<file path="config.mk">
export PLATFORM = sky130hd
export DESIGN_NAME = mem_fill_check
export DESIGN_NICKNAME = d
export VERILOG_FILES = /design/src/rtl/mem_check_pkg.sv /design/src/rtl/check_delay.sv /design/src/rtl/mem_fill_check.sv
export SDC_FILE = /design/constraint.sdc
export NUM_CORES = 1
export LEC_CHECK = 0
export CORE_ASPECT_RATIO = 0.9
export CORE_MARGIN = 10
export CORE_UTILIZATION = 40
export CTS_BUF_LIST = sky130_fd_sc_hd__clkbuf_8 sky130_fd_sc_hd__clkbuf_16
export DETAILED_ROUTE_END_ITERATION = 10
export GPL_ROUTABILITY_DRIVEN = 0
export SYNTH_ARGS = -nofsm -noshare
export SYNTH_HDL_FRONTEND = slang
export SYNTH_SLANG_ARGS = --single-unit
</file>
<file path="constraint.sdc">
create_clock -name clk -period 5 [get_ports clk]
set_input_delay 1 -clock clk [delete_from_list [all_inputs] [get_ports clk]]
set_output_delay 1 -clock clk [all_outputs]
set_load 0.005 [all_outputs]
</file>
<file path="src/rtl/mem_check_pkg.sv">
// Shared types, default geometry and the fill-pattern function for the RAM self-test.
// Latency: n/a (declarations only).
// Backpressure: n/a.
package mem_check_pkg;

  localparam int ADDR_W = 5;
  localparam int DATA_W = 3;
  localparam int RD_LAT = 2;

  typedef enum logic [2:0] {
    IDLE  = 3'd0,
    FILL  = 3'd1,
    READ  = 3'd2,
    FLUSH = 3'd3,
    DONE  = 3'd4
  } state_t;

  // Pattern word for an address: low 3 address bits plus bits [4:3] plus seed, wrapping.
  function automatic logic [DATA_W-1:0] exp_data(input logic [ADDR_W-1:0] addr,
                                                 input logic [DATA_W-1:0] seed);
    return DATA_W'(addr[2:0]) + DATA_W'(addr[4:3]) + seed;
  endfunction

endpackage

</file>
<file path="src/rtl/check_delay.sv">
// Delay line that carries {valid, addr, expected} alongside the RAM's read pipeline.
// Latency: RD_LAT cycles from input to output.
// Backpressure: none; shifts every cycle, synchronous reset empties it.
module check_delay #(
  parameter int ADDR_W = mem_check_pkg::ADDR_W,
  parameter int DATA_W = mem_check_pkg::DATA_W,
  parameter int RD_LAT = mem_check_pkg::RD_LAT
) (
  input  logic              clk,
  input  logic              reset,
  input  logic              in_vld_i,
  input  logic [ADDR_W-1:0] in_addr_i,
  input  logic [DATA_W-1:0] in_exp_i,
  output logic              out_vld_o,
  output logic [ADDR_W-1:0] out_addr_o,
  output logic [DATA_W-1:0] out_exp_o
);

  logic [RD_LAT-1:0] vld_q;
  logic [ADDR_W-1:0] addr_q [RD_LAT];
  logic [DATA_W-1:0] exp_q  [RD_LAT];

  // Shift tags one stage per cycle; reset drops every in-flight tag.
  always_ff @(posedge clk) begin
    if (reset) begin
      vld_q <= '0;
      for (int i = 0; i < RD_LAT; i++) begin
        addr_q[i] <= '0;
        exp_q[i]  <= '0;
      end
    end else begin
      vld_q[0]  <= in_vld_i;
      addr_q[0] <= in_addr_i;
      exp_q[0]  <= in_exp_i;
      for (int i = 1; i < RD_LAT; i++) begin
        vld_q[i]  <= vld_q[i-1];
        addr_q[i] <= addr_q[i-1];
        exp_q[i]  <= exp_q[i-1];
      end
    end
  end

  assign out_vld_o  = vld_q[RD_LAT-1];
  assign out_addr_o = addr_q[RD_LAT-1];
  assign out_exp_o  = exp_q[RD_LAT-1];

endmodule

</file>
<file path="src/rtl/mem_fill_check.sv">
// Fills a 32-word RAM with a seeded pattern, reads it back and counts mismatches.
// Latency: done rises 65+RD_LAT cycles after start is accepted; all outputs registered.
// Backpressure: none; start is ignored while busy, the RAM is assumed always ready.
module mem_fill_check #(
  parameter int ADDR_W = mem_check_pkg::ADDR_W,
  parameter int DATA_W = mem_check_pkg::DATA_W,
  parameter int RD_LAT = mem_check_pkg::RD_LAT
) (
  input  logic              clk,
  input  logic              reset,
  input  logic              start,
  input  logic [DATA_W-1:0] seed,
  input  logic [DATA_W-1:0] dataOut,
  output logic [ADDR_W-1:0] address,
  output logic [DATA_W-1:0] dataIn,
  output logic              write,
  output logic              busy,
  output logic              done,
  output logic              pass,
  output logic [ADDR_W:0]   err_count,
  output logic [ADDR_W-1:0] first_err_addr
);
  import mem_check_pkg::*;

  localparam int FL_W = (RD_LAT > 1) ? $clog2(RD_LAT) : 1;
  localparam logic [ADDR_W-1:0] ADDR_MAX   = '1;
  localparam logic [FL_W-1:0]   FLUSH_LAST = FL_W'(RD_LAT - 1);

  state_t            state_q, state_d;
  logic [ADDR_W-1:0] address_q, address_d;
  logic [DATA_W-1:0] data_in_q, data_in_d;
  logic              write_q, write_d;
  logic              rd_q, rd_d;
  logic [FL_W-1:0]   flush_q, flush_d;
  logic [DATA_W-1:0] seed_q, seed_d;
  logic              busy_q, busy_d;
  logic              done_q, done_d;
  logic              pass_q, pass_d;
  logic [ADDR_W:0]   err_q, err_d;
  logic [ADDR_W-1:0] first_q, first_d;

  logic [DATA_W-1:0] rd_exp;
  logic              tag_vld;
  logic [ADDR_W-1:0] tag_addr;
  logic [DATA_W-1:0] tag_exp;

  // The tag is launched from the registered bus, so it lines up with the RAM's input flop.
  assign rd_exp = exp_data(address_q, seed_q);

  check_delay #(
    .ADDR_W (ADDR_W),
    .DATA_W (DATA_W),
    .RD_LAT (RD_LAT)
  ) u_check_delay (
    .clk        (clk),
    .reset      (reset),
    .in_vld_i   (rd_q),
    .in_addr_i  (address_q),
    .in_exp_i   (rd_exp),
    .out_vld_o  (tag_vld),
    .out_addr_o (tag_addr),
    .out_exp_o  (tag_exp)
  );

  // Next state, next bus values and result accumulation.
  always_comb begin
    state_d   = state_q;
    address_d = '0;
    data_in_d = '0;
    write_d   = 1'b0;
    rd_d      = 1'b0;
    flush_d   = '0;
    seed_d    = seed_q;
    err_d     = err_q;
    first_d   = first_q;

    if (tag_vld && (dataOut != tag_exp)) begin
      err_d = err_q + (ADDR_W+1)'(1);
      if (err_q == '0) begin
        first_d = tag_addr;
      end
    end

    unique case (state_q)
      IDLE, DONE: begin
        if (start) begin
          state_d   = FILL;
          seed_d    = seed;
          err_d     = '0;
          first_d   = '0;
          write_d   = 1'b1;
          data_in_d = exp_data('0, seed);
        end
      end
      FILL: begin
        if (address_q == ADDR_MAX) begin
          state_d = READ;
          rd_d    = 1'b1;
        end else begin
          address_d = address_q + ADDR_W'(1);
          write_d   = 1'b1;
          data_in_d = exp_data(address_q + ADDR_W'(1), seed_q);
        end
      end
      READ: begin
        if (address_q == ADDR_MAX) begin
          state_d = FLUSH;
        end else begin
          address_d = address_q + ADDR_W'(1);
          rd_d      = 1'b1;
        end
      end
      FLUSH: begin
        if (flush_q == FLUSH_LAST) begin
          state_d = DONE;
        end else begin
          flush_d = flush_q + FL_W'(1);
        end
      end
      default: state_d = IDLE;
    endcase

    busy_d = (state_d == FILL) || (state_d == READ) || (state_d == FLUSH);
    done_d = (state_d == DONE);
    pass_d = done_d && (err_d == '0);
  end

  // State and every output are registered; reset zeroes them all.
  always_ff @(posedge clk) begin
    if (reset) begin
      state_q   <= IDLE;
      address_q <= '0;
      data_in_q <= '0;
      write_q   <= 1'b0;
      rd_q      <= 1'b0;
      flush_q   <= '0;
      seed_q    <= '0;
      busy_q    <= 1'b0;
      done_q    <= 1'b0;
      pass_q    <= 1'b0;
      err_q     <= '0;
      first_q   <= '0;
    end else begin
      state_q   <= state_d;
      address_q <= address_d;
      data_in_q <= data_in_d;
      write_q   <= write_d;
      rd_q      <= rd_d;
      flush_q   <= flush_d;
      seed_q    <= seed_d;
      busy_q    <= busy_d;
      done_q    <= done_d;
      pass_q    <= pass_d;
      err_q     <= err_d;
      first_q   <= first_d;
    end
  end

  assign address        = address_q;
  assign dataIn         = data_in_q;
  assign write          = write_q;
  assign busy           = busy_q;
  assign done           = done_q;
  assign pass           = pass_q;
  assign err_count      = err_q;
  assign first_err_addr = first_q;

endmodule
</file>
Yosys cells after proc, flatten, opt, wreduce, memory -nomap -nowiden
Memories as Yosys holds them, arrays and structs flattened.
Index checks and enable logic that the tools add are counted.
- memories: 2
- output and inout port bits: 23
- memory bits (writable): 16
- input port bits: 9
- word-level logic and storage cells: 77
- register bits after elaboration: 33
- reductions and logical operators: 12
- add/sub/neg operators: 7
- equality and inequality tests: 10
- bitwise logic cells: 6
- mux-type cells: 27
- memory list (memory ; words ; bits a word ; rd ports ; clocked after memory_dff ; wr ports ; RTL line ; text):
    u_check_delay.addr_q ; 2 ; 5 ; 2 ; 0 ; 2 ; check_delay.sv:20 ; logic [ADDR_W-1:0] addr_q [RD_LAT];
    u_check_delay.exp_q ; 2 ; 3 ; 2 ; 0 ; 2 ; check_delay.sv:21 ; logic [DATA_W-1:0] exp_q [RD_LAT];
- operator list (cell ; count):
    $mux 5 ; 6
    $mux 3 ; 8
    $mux 6 ; 3
    $eq 3x2->1 const B ; 4
    $logic_not 6->1 ; 2
    $pmux 3 s4 ; 1
    $add 3x2->3 ; 2
    $add 3x3->3 ; 2
    $add 6x1->6 const B ; 1
    $eq 3x1->1 const B ; 2
    $eq 3x3->1 const B ; 2
    $mux 1 ; 6
    $pmux 3 s2 ; 1
    $reduce_or 3->1 ; 2
    $add 5x1->5 const B ; 1
    $eq 5x5->1 const B ; 1
    $or 1x1->1 ; 4
    $pmux 1 s2 ; 2
    $reduce_or 2->1 ; 2
    $logic_not 3->1 ; 1
    $ne 3x3->1 ; 1
    $logic_and 1x1->1 ; 2
    $logic_or 1x1->1 ; 2
    $not 1->1 ; 2
    2 further kinds ; 2

Longest topological paths before layout
- word-level depth: 7
- depth in mapped cells: 10

Cells and area by module
Synthesis repeated with hierarchy kept, for this count alone.
- cell total of the unflattened synthesis: 203
- area, all modules: 2015.7 um^2
- by module, submodules not included (module ; seq. area each (um^2) ; instances ; area each (um^2) ; cells each):
    mem_fill_check ; 620.6 ; 1 ; 1466.4 ; 158
    check_delay ; 360.3 ; 1 ; 549.3 ; 45

Least setup slack after synthesis
Ideal clock, no wire load.
- path kind: reg2reg
- start: register address_q[1], in the netlist address[1]
- end: register data_in_q[2], in the netlist dataIn[2]
- arrival: 2.352 ns
- slack: 2.578 ns
- data required time: 4.930 ns
- cell stages (with the launch flop): 11
- cells stage by stage: dfxtp_1 ha_1 and3_1 ha_1 fa_1 ha_1 xnor2_1 xnor2_1 nor2_1 nand3b_1 a21oi_1
- cells in the longest elaborated chain, start to end: 5
- elaborated cells between the ends (all ways): 6
- classes of those cells: 3 x add/sub; 1 x eq/ne; 2 x mux
- ends and longest elaborated chain (what ; RTL line ; text):
    start, declared ; mem_fill_check.sv:30 ; logic [ADDR_W-1:0] address_q, address_d;
    start signal, assigned ; mem_fill_check.sv:145 ; address_q <= address_d;
    $add 5x1->5 ; mem_fill_check.sv:102 ; data_in_d = exp_data(address_q + ADDR_W'(1), seed_q);
    $add 3x2->3 ; mem_check_pkg.sv:21 ; return DATA_W'(addr[2:0]) + DATA_W'(addr[4:3]) + seed;
    $add 3x3->3 ; mem_check_pkg.sv:21 ;
    $mux 3 * ; mem_fill_check.sv:96 ; if (address_q == ADDR_MAX) begin
    $pmux 3 s2 * ; mem_fill_check.sv:84 ; unique case (state_q)
    end signal, assigned ; mem_fill_check.sv:146 ; data_in_q <= data_in_d;
    end, declared ; mem_fill_check.sv:31 ; logic [DATA_W-1:0] data_in_q, data_in_d;
Mark *: on every way between the ends. The rest lies on a longest branch, timed or not.
A chain may end at the register's enable or synchronous reset.

Worst setup path in the final report
Same ends and word-level chain as after synthesis.

==> flow_summary.toml <==
[outcome]
status = "finished clean"

[clock_network]
cts_setup_buffers = 0
clock_sinks = 49
cts_tree = "yes"
clk_latency_ns = 0.30
ctsResizeCount = 0
ctsHtreeMaxLevel = 2
cts-root-buf = "clkbuf_8"
path_clk_slew_ns = 0.10
cts_buffers = 5
clockBufferDepth = 2
postCtsHoldBufs = 0

[global_routing]
met3_usage_pct = 5.52
globalRouteOverflowTotal = 0
met1_usage_pct = 12.7
grt_usage_pct = 10.3
met2_usage_pct = 14.5
antenna_found_initial = 0
top_usage_layer = "met2"
grt_pass1_wl_um = 6730
grt_pass1_vias = 1392
grt_max_degree = 32

[pwr]
p_per_area_nw_per_um2 = 285
cellLeakagePower_nw = 0.994
irDropWorstVdd_uv = 151

[synth]
synthArstFlopShare_pct = 0
synth_area_um2 = 2010
synth.top_cells.by_area = "dfxtp_1, nor2b_1, nor2_1"
synth_common_cells = "dfxtp_1, nor2_1, nor2b_1"
synth_seq_area_share_pct = 48.7
yosysMostFrequentCell = "dfxtp_1"
synth-edff-count = 0
syn_nets = 220
synth_cell_type_count = 41
synth_top_cell_area_share_pct = 48.7
synthFlopType = "dfxtp_1"
syn_area_per_cell_um2 = 10.0
synthCells = 201
ys_seq_elements = 49
yosys_warnings = 0
yosysTopAreaCell = "dfxtp_1"

[setup_path]
critical-path-slowest-cell = "dfxtp_1"
crit_top_cell = "ha_1"
path_cells = "ha_1 -> and3_1 -> ha_1 -> fa_1 -> ha_1 -> xnor2_1 -> xnor2_1 -> nor2_1 -> nand3b_1 -> a21oi_1"
arrival_ns = 2.88
critPathTopFamily = "adder cells"
path_max_fanout = 5
crit_start = "address[1]"
reg2reg_to = "dataIn[2]"
path_buf_inv = 0
r2r_start = "address[1]"
cp-start-kind = "flop"
end_kind = "flop"
crit_required_ns = 5.23
ff2ff_path_depth = 10
reg2reg_slack_ns = 2.35
path_class = "reg2reg"
crit_path_max_incr_delay_ns = 0.46

[floorplan]
die-area_um2 = 8280
dieHeight_um = 87.3
start_util_pct = 41.4
chipWidth_um = 94.8
core_region_area_um2 = 4860
floorplan.rows = 24
ios = 32

[finish]
layout-drive-gt1-share_pct = 7.76
nets = 250
area_growth_pct = 21.8
num_antenna_cells = 0
multi_input_area_um2 = 945
nFillCells = 492
regArea_um2 = 981

[routing]
wl_per_cell_um = 13.0
via_per_inst = 4.63
dr.pass1.iters = 4
ant_nets = 0
drc = 0
num_vias = 1374
wl_um = 3850
drtIter0Drc = 67

[sta]
holdWs_ns = 0.445
rsz0062_at_grt = "false"
slew_violations = 0
slew_headroom_pct = 29.5
min_period_ns = 2.65
final-hold-violation-count = 0
worst_pin_slew_ns = 1.05
setup_viol = 0
clock_skew_ns = 0.00587
clock.fmax_mhz = 378
min_period_over_period_pct = 52.9
tns_ns = 0

[worst_hold_path]
min_to = "u_check_delay.addr_q[0][6]"
holdPathStages = 1
hp-class = "reg2reg"
hp-start = "u_check_delay.addr_q[0][1]"

[flow_run]
drv_cap = 0

[placement]
io_buffer_count = 31
dpl.hpwl_um = 2820
[how the worst max path moves through the flow]
stage	endpoint	slack, ns	cells past startpoint
global placement	first_err_addr[3]	2.15	4
finish	dataIn[2]	2.35	10
global route	dataIn[2]	2.17	10
floorplan	dataIn[2]	2.58	10
CTS	dataIn[2]	2.35	10
detailed placement	first_err_addr[1]	2.07	4
[registers in the layout, indices dropped and copies added, names as in the netlist]
register / flops
err_count: 6
first_err_addr: 5
flush_q: 1
dataIn: 3
busy: 1
seed_q: 3
state_q: 3
rd_q: 1
u_check_delay.addr_q: 10
u_check_delay.vld_q: 2
pass: 1
done: 1
u_check_delay.exp_q: 6
address: 5
write: 1
[per-layer routing]
metal  routed length [um]  part of all wire, %
met3                  359                  9.3
met2                 1550                   40
met1                 1870                   49
met5                    0                    0
met4                   76                  2.0
[layout by cell type (no fill, tap or decap), types with 2 or more instances in the layout]
master | Yosys | layout
nand4_1 | 3 | 3
clkbuf_8 | 0 | 5
a21oi_1 | 9 | 9
and3_1 | 2 | 2
fa_1 | 4 | 4
nand2_1 | 14 | 14
o21ai_0 | 2 | 2
nor2b_1 | 17 | 17
nor4_1 | 2 | 2
dfxtp_1 | 49 | 49
nand3_1 | 3 | 3
ha_1 | 6 | 6
inv_1 | 11 | 11
nor3_1 | 5 | 5
nor2_1 | 23 | 23
a31oi_1 | 3 | 3
clkinvlp_4 | 0 | 2
mux2i_1 | 6 | 6
clkdlybuf4s50_1 | 0 | 31
xnor2_1 | 8 | 8
xor2_1 | 3 | 3
nand2b_1 | 2 | 2
xnor2_2 | 3 | 3
[layout make-up]
cell class | instances | share of cell area [%]
sequential | 49 | 40.0
tap | 65 | 3.31
clock inverter | 3 | 1.07
inverter | 11 | 1.68
multi-input combinational | 133 | 38.5
timing repair buffer | 31 | 12.6
clock buffer | 5 | 2.80
[per-stage QoR]
| step | util, % | std cells | area, um2 | worst slack, ns | power (W) |
|---|---|---|---|---|---|
| after global placement | 48.5 | 289 | 2360 | 2.15 | 0.000470 |
| after floorplan | - | 201 | 2010 | 2.58 | 0.000449 |
| final | 50.4 | 297 | 2450 | 2.35 | 0.000700 |
| after detailed placement | 48.5 | 289 | 2360 | 2.07 | 0.000469 |
| after CTS | 50.4 | 297 | 2450 | 2.35 | 0.000709 |
| after global routing | 50.4 | 297 | 2450 | 2.17 | 0.000734 |
[power by group]
group	switching (W)	total (W)	internal, W
clock	0.000138	0.000240	0.000102
combinational	0.0000280	0.0000546	0.0000267
sequential	0.00000624	0.000405	0.000399
total	0.000173	0.000700	0.000527
[kinds of logic after synthesis]
family,after synthesis,share of synthesized area [%]
AO/OA/AOI/OAI,21,6.89
XOR/XNOR,14,7.21
adder cells (fa/ha/maj),10,7.70
buffers and inverters,19,4.41
flip-flops,49,48.7
multiplexers,6,2.98
AND/OR/NAND/NOR,82,22.1
(Power assumes the default switching activity.)
